File: src/rtl/cdb_rs.sv
// rtl/cdb_rs.sv - compacting reservation station with CDB wakeup (optional CDB_RS_BYPASS_EN dispatch bypass)
module cdb_rs #(
    parameter int DEPTH = 4,
    parameter int TAG_W = 6,
    parameter int ID_W  = 6,
    parameter int OP_W  = 4
) (
    input  logic                       clk,
    input  logic                       rst_n,
    input  logic                       flush,
    input  logic                       dis_req,
    output logic                       dis_rdy,
    input  logic [OP_W-1:0]            dis_op,
    input  logic [ID_W-1:0]            dis_inst_id,
    input  logic [TAG_W-1:0]           dis_rd_tag,
    input  logic                       dis_rs1_rdy,
    input  logic [TAG_W-1:0]           dis_rs1_tag,
    input  logic [31:0]                dis_rs1_val,
    input  logic                       dis_rs2_rdy,
    input  logic [TAG_W-1:0]           dis_rs2_tag,
    input  logic [31:0]                dis_rs2_val,
    input  logic                       cdb_wr,
    input  logic [TAG_W-1:0]           cdb_tag,
    input  logic [31:0]                cdb_wdata,
    input  logic [ID_W-1:0]            cdb_inst_id,
    output logic                       iss_req,
    input  logic                       iss_rdy,
    output logic [OP_W-1:0]            iss_op,
    output logic [ID_W-1:0]            iss_inst_id,
    output logic [TAG_W-1:0]           iss_rd_tag,
    output logic [31:0]                iss_rs1_val,
    output logic [31:0]                iss_rs2_val,
    output logic [$clog2(DEPTH):0]     count
);
    localparam int CW = $clog2(DEPTH) + 1;
    localparam int IW = $clog2(DEPTH);

    typedef struct packed {
        logic [OP_W-1:0]  op;
        logic [ID_W-1:0]  id;
        logic [TAG_W-1:0] rd;
        logic             rs1_rdy;
        logic [TAG_W-1:0] rs1_tag;
        logic [31:0]      rs1_val;
        logic             rs2_rdy;
        logic [TAG_W-1:0] rs2_tag;
        logic [31:0]      rs2_val;
    } entry_t;

    entry_t          q      [DEPTH];
    entry_t          woken  [DEPTH];
    entry_t          q_next [DEPTH];
    entry_t          dis_e;
    entry_t          sel_e;
    logic [IW-1:0]   sel;
    logic [IW-1:0]   src;
    logic [CW-1:0]   wr_idx;
    logic [CW-1:0]   count_next;
    logic            iss_fire;
    logic            dis_fire;

    logic unused_inst_id;
    assign unused_inst_id = ^cdb_inst_id;

    assign dis_rdy  = (count < CW'(DEPTH)) && !flush;
    assign dis_fire = dis_req && dis_rdy;
    assign iss_fire = iss_req && iss_rdy;

    // Wakeup is computed on the stored entries so the woken value travels with any shift
    always_comb begin
        for (int i = 0; i < DEPTH; i++) begin
            woken[i] = q[i];
            if (cdb_wr && (CW'(i) < count)) begin
                if (!q[i].rs1_rdy && q[i].rs1_tag == cdb_tag) begin
                    woken[i].rs1_rdy = 1'b1;
                    woken[i].rs1_val = cdb_wdata;
                end
                if (!q[i].rs2_rdy && q[i].rs2_tag == cdb_tag) begin
                    woken[i].rs2_rdy = 1'b1;
                    woken[i].rs2_val = cdb_wdata;
                end
            end
        end
    end

    // Downward scan leaves the lowest ready index selected
    always_comb begin
        iss_req = 1'b0;
        sel     = '0;
        for (int i = DEPTH - 1; i >= 0; i--) begin
            if ((CW'(i) < count) && q[i].rs1_rdy && q[i].rs2_rdy) begin
                iss_req = 1'b1;
                sel     = IW'(i);
            end
        end
        sel_e = iss_req ? q[sel] : '0;
    end

    assign iss_op      = sel_e.op;
    assign iss_inst_id = sel_e.id;
    assign iss_rd_tag  = sel_e.rd;
    assign iss_rs1_val = sel_e.rs1_val;
    assign iss_rs2_val = sel_e.rs2_val;

    always_comb begin
        dis_e = '{op: dis_op, id: dis_inst_id, rd: dis_rd_tag,
                  rs1_rdy: dis_rs1_rdy, rs1_tag: dis_rs1_tag, rs1_val: dis_rs1_val,
                  rs2_rdy: dis_rs2_rdy, rs2_tag: dis_rs2_tag, rs2_val: dis_rs2_val};
`ifdef CDB_RS_BYPASS_EN
        if (cdb_wr && !dis_rs1_rdy && dis_rs1_tag == cdb_tag) begin
            dis_e.rs1_rdy = 1'b1;
            dis_e.rs1_val = cdb_wdata;
        end
        if (cdb_wr && !dis_rs2_rdy && dis_rs2_tag == cdb_tag) begin
            dis_e.rs2_rdy = 1'b1;
            dis_e.rs2_val = cdb_wdata;
        end
`endif
    end

    assign wr_idx     = count - CW'(iss_fire);
    assign count_next = flush ? '0 : count + CW'(dis_fire) - CW'(iss_fire);

    always_comb begin
        src = '0;
        for (int i = 0; i < DEPTH; i++) begin
            src = (iss_fire && IW'(i) >= sel && i < DEPTH - 1) ? IW'(i + 1) : IW'(i);
            q_next[i] = woken[src];
            if (dis_fire && CW'(i) == wr_idx)
                q_next[i] = dis_e;
        end
    end

    always_ff @(posedge clk or negedge rst_n) begin
        if (!rst_n) begin
            count <= '0;
            for (int i = 0; i < DEPTH; i++)
                q[i] <= '0;
        end else begin
            count <= count_next;
            for (int i = 0; i < DEPTH; i++)
                q[i] <= q_next[i];
        end
    end
endmodule

File: config.mk
export PLATFORM = sky130hd
export DESIGN_NAME = cdb_rs
export DESIGN_NICKNAME = d
export VERILOG_FILES = /design/src/rtl/cdb_rs.sv
export SDC_FILE = /design/constraint.sdc
export NUM_CORES = 1
export LEC_CHECK = 0
export CAP_MARGIN = 5
export CORE_AREA = 3 3 199 201
export CTS_CLUSTER_SIZE = 40
export DETAILED_ROUTE_END_ITERATION = 6
export DIE_AREA = 0 0 202 204
export GPL_TIMING_DRIVEN = 0
export PLACE_DENSITY = 0.81
export SYNTH_ARGS = -nofsm -noshare
export SYNTH_HDL_FRONTEND = slang
export SYNTH_SLANG_ARGS = --single-unit
File: constraint.sdc
create_clock -name clk -period 3.9 [get_ports clk]
set_input_delay 1.17 -clock clk [delete_from_list [all_inputs] [get_ports clk]]
set_output_delay 1.17 -clock clk [all_outputs]
set_load 0.005 [all_outputs]
# After elaboration in Yosys (flattened, before gate mapping)
# Index checks and enable logic that the tools add are counted.
[totals]
elab_cells = 164
ff_bits = 379
input_bits = 144
output_inout_bits = 85
[classes]
order_cmp = 12
addsub = 3
n_reduce_logical = 40
mux = 57
bitwise_logic = 4
n_eq_ne = 11
[ops]
columns = ["cell", "n"]
rows = [
  ["$mux 94", 12],
  ["$bmux 94 s2", 4],
  ["$mux 32", 12],
  ["$mux 33", 4],
  ["$mux 78", 1],
  ["$eq 6x6->1", 8],
  ["$logic_and 1x1->1", 30],
  ["$mux 1", 18],
  ["$ge 3x3->1 const B", 4],
  ["$mux 2", 5],
  ["$logic_not 1->1", 9],
  ["$not 2->3", 3],
  ["$eq 2x3->1 const A", 2],
  ["$lt 1x3->1 const A", 2],
  ["$lt 2x3->1 const A", 2],
  ["$sub 3x1->3", 2],
  ["$ge 1x2->1 const A", 2],
  ["$add 3x1->3", 1],
  ["$eq 1x3->1 const A", 1],
  ["$logic_not 3->1", 1],
  ["$lt 3x3->1 const B", 1],
  ["$mux 3", 1],
  ["$not 1->3", 1],
  ["$ge 2x2->1 const A", 1],
]

# Logic depth before layout (Yosys ltp)
[logic_depth]
ltp_word = 15
ltp_mapped = 12
depth_no_buf = 11

# Worst setup path after synthesis
# OpenSTA, ideal clock, no wires.
[synth_timing]
kind = "reg2out"
from = "register count[2]"
to = "output port iss_rs1_val[0]"
path_stages_with_launch = 11
required_time_ns = 2.730
n_path_buf = 3
arrival_ns = 2.374
slack_ns = 0.356
path_cell_list = "dfrtp_1 inv_1 ha_1 nor2b_2 o31ai_2 nor2b_1 buf_4 buf_2 buf_2 mux4_2 and2_1"
[synth_between]
elab_chain_len = 12
word_cells_on_any_way = 25
cone_classes = "order compare: 4; mux: 12; bitwise: 1; reduce/logical: 8"
[synth_lines]
columns = ["element", "line", "text"]
rows = [
  ["start, declared", "33", "output logic [$clog2(DEPTH):0] count"],
  ["start signal, assigned", "140", "count <= count_next;"],
  ["$lt 2x3->1", "91", "if ((CW'(i) < count) && q[i].rs1_rdy && q[i].rs2_rdy) begin"],
  ["$logic_and 1x1->1 (2 in a row)", "91", ""],
  ["$mux 2 (4 in a row)", "91", ""],
  ["$not 2->3 (not written as such)", "96", "sel_e = iss_req ? q[sel] : '0;"],
  ["$bmux 94 s2", "96", ""],
  ["$mux 94 (not written as such) (2 in a row)", "96", ""],
  ["$mux 94 (*)", "96", ""],
  ["end, declared", "31", "output logic [31:0] iss_rs1_val,"],
]
# Every way passes the cells marked *; elsewhere a longest branch is shown, timed or not. The select of a mux whose other input is x is not followed.

# Final worst setup path
[layout_timing]
from = "register count[1]"
to = "output port iss_rs2_val[30]"
[layout_between]
elab_chain_len = 12
word_cells_on_any_way = 25
cone_classes = "order compare: 4; mux: 12; bitwise: 1; reduce/logical: 8"
[layout_lines]
columns = ["element", "line", "text"]
rows = [
  ["$lt 2x3->1", "91", ""],
  ["$logic_and 1x1->1 (2 in a row)", "91", ""],
  ["$mux 2 (4 in a row)", "91", ""],
  ["$not 2->3 (not written as such)", "96", ""],
  ["$bmux 94 s2", "96", ""],
  ["$mux 94 (not written as such) (2 in a row)", "96", ""],
  ["$mux 94 (*)", "96", ""],
  ["end, declared", "32", "output logic [31:0] iss_rs2_val,"],
]
# Marked as above.

==> run summary <==
non-filler cells, final = 3011
worst-path fanout max = 6
total grt overflow = 0
synthesis-to-layout area growth = 26.91%
status = finished, violations left
synthesis-stage register bit count = 379
wire length per cell = 28.16 µm
final hold vios = 0
PortBufs = 183
Slew headroom = 0.3104
core area = 37760 µm²
worst slew pin tran = 1.032 ns
Fill cells = 2466
met2 GRT Util = 0.6042
drt total wl = 84.80 mm
Seq/Total Area, Yosys = 0.4302
synth warn = 0
crit path launch type = register
commonest non-fill, non-tap cell in the layout = dfrtp_1
deepest clock path buffer count = 3
Final WS setup = -0.5559 ns
fin nets = 2610
Mapped Avg Cell Area = 10.35 µm²
hold slack = 0.5312 ns
multi-input combinational cell area = 11730 µm²
Die ar. = 41210 µm²
# DRC = 1
Leak = 11.80 nW
Detailed Routing Iterations Pass 1 = 7
Synth area leader = dfrtp_1
H-tree lvl count = 2
Max Cap Viol = 0
global routing usage on met3 = 0.1236
VDD IR max = 0.4787 mV
top cell type's share of synthesized area = 0.4302
maximum clock rate = 224.4 MHz
final antenna-violating net count = 0
vias in the first global route = 21930
pin count of the biggest net entering global routing = 103
final-report setup violation count = 81
busiest layer in global routing = met2
Mapped Area = 22050 µm²
Final min period = 4.456 ns
Final Cycle Share = 1.143
clock sinks = 379
Worst setup EP type = primary output
RSZ-0062 raised after global routing = yes
first-pass GRT wire length = 126.4 mm
setup total negative slack = -37.97 ns
CP max stage delay = 0.43 ns
IO Pins = 229
CP cell instances = ha_4 -> nor2b_4 -> buf_6 -> o31ai_4 -> nor2b_4 -> buf_8 -> buf_12 -> buf_8 -> buf_16 -> mux4_2 -> and2_4 -> buf_6
Post-DP Area = 24600 µm²
failing checks = DRC, setup timing
Cell Rows = 71
register area = 9487 µm²
Die W = 202 µm
CP max-delay cell = dfrtp_2
CP Data Required Time = 2.73 ns
TritonCTS Buffers = 43
max-slew violations = 0
clk_lat worst skew = 0.58 ns
cell area after layout = 27980 µm²
CTS tree = yes
worst min path class = register to register
effective utilization at floorplan = 0.5839
Post-Syn Nets = 2279
Reg clk slew, reported paths = 0.06 ns
placer congestion estimate = 0.9882
distinct cell type count after synthesis = 56
1st-iter DRT viols = 3767
GRT Overall Usage = 0.3970
async set-reset flop share out of synthesis = 1.000
M1 GR Usage = 0.4872
hpwl dp = 53.16 mm
Inst Count DP = 2827
Vias = 21640
ranking of synthesized cells by area = dfrtp_1 43%, mux4_2 8.2%, nand3_1 6.4%
power consumption = 21.33 mW
initial antenna violation count = 7
WP data arrival = 3.29 ns
share of layout cells above drive strength 1 = 0.2706
commonest non-fill, non-tap cells in the layout = 377 x dfrtp_1, 282 x nand3_1, 161 x nor2_1, 160 x o22ai_1, 159 x o31ai_1
Vias/cell = 7.187
Crit Path Category = register to primary output
Gate Count Post-Synth = 2130
clk root buf = clkbuf_16
Primary FF master, synth = dfrtp_1
die height = 204 µm
EDFF count, synth = 0
Layout Skew = 0.01354 ns
pwr dens = 762.3 nW/µm²
-- flip-flops by register name, summed over array words and instances, names as in the netlist --
signal and flops:
q 376, count 3
-- stage by stage --
step / setup WS [ns] / util
2_1_floorplan: 0.3560 / -
3_3_place_gp: -14.99 / 0.6494
3_5_place_dp: -0.9329 / 0.6517
4_1_cts: -0.4125 / 0.7298
5_1_grt: -0.5190 / 0.7408
6_report: -0.5559 / 0.7410
-- worst paths after layout --
check | from | to | slack, ns | cells past startpoint
worst max-delay path | count[1]$_DFF_PN0_ | iss_rs2_val[30] | -0.56 | 12
worst min-delay path | q[92]$_DFFE_PN0P_ | q[92]$_DFFE_PN0P_ | 0.53 | 1
worst max register to register | count[2]$_DFF_PN0_ | q[229]$_DFF_PN0_ | 0.02 | 15
worst min register to register | q[92]$_DFFE_PN0P_ | q[92]$_DFFE_PN0P_ | 0.53 | 1
max in group asynchronous | rst_n | q[5]$_DFF_PN0_ | 1.79 | 3
min in group asynchronous | rst_n | q[341]$_DFF_PN0_ | 0.61 | 1
-- worst max-delay path, delay by kind of cell, from the launching register on --
| kind | cells | cell delay (ns) |
|---|---|---|
| DFF | 1 | 0.43 |
| and+or+nand+nor | 3 | 0.55 |
| buffers and inverters | 6 | 0.78 |
| adders and majority gates | 1 | 0.16 |
| AOI/OAI and AO/OA | 1 | 0.40 |
| muxes | 1 | 0.37 |
-- cell usage after synthesis, drive strengths merged, types with 2 or more instances --
library cell / instances
ha: 4
o32ai: 2
dfrtp: 379
o221ai: 32
nor4: 5
a21oi: 4
buf: 114
or3: 33
nor3: 8
nand2: 21
o21ai: 120
nand4: 4
clkbuf: 126
mux4: 80
nand2b: 5
xor2: 24
a21boi: 2
mux2i: 90
or4: 4
nor2b: 4
nand3: 282
xnor2: 28
inv: 6
a21o: 2
nand3b: 2
o31ai: 161
mux2: 162
o22ai: 160
nor2: 172
and2: 84
and3: 2
-- per-layer routing --
layer | up-vias | wire (µm)
met5 | - | 18
met3 | 511 | 11070
met1 | 10460 | 28790
met4 | 2 | 6301
met2 | 1959 | 38620
li1 | 8705 | -
-- where the power goes --
group / switching, mW / internal, mW / leakage (nW)
Clock: 1.72 / 2.58 / 0.736
Sequential: 1.50 / 5.86 / 4.79
Combinational: 5.11 / 4.55 / 6.27
Total: 8.33 / 13.0 / 11.8
-- cell families (layout without fill, tap and decap cells) --
group	Yosys count	in the layout	synth area share
mux	332	332	0.2055
buf+inv	246	610	0.05119
other cells	0	6	0
flops	379	379	0.4302
simple gates	628	628	0.1427
xor+xnor	52	52	0.02100
compound gates	488	488	0.1462
fa+ha+maj	5	5	0.003178
-- repair_timing --
| item | CTS | global route |
|---|---|---|
| cloned | 10 | 4 |
| endpoints found under the setup margin | 322 | 285 |
| buffers inserted | 84 | 20 |
| hold buffers | 0 | 0 |
| resized for setup | 532 | 133 |
| pin swaps | 36 | 19 |
-- layout make-up --
class,instances,share of cell area
diodes,6,0.0005366
multi-input cells,1505,0.4194
inverters,6,0.001029
plain buffers,237,0.04901
clock inverters,13,0.006037
flip-flops and latches,379,0.3391
well taps,511,0.02285
clock buffers,65,0.04687
repair buffers,289,0.1152
No activity file was read; power rests on OpenSTA's default activity.
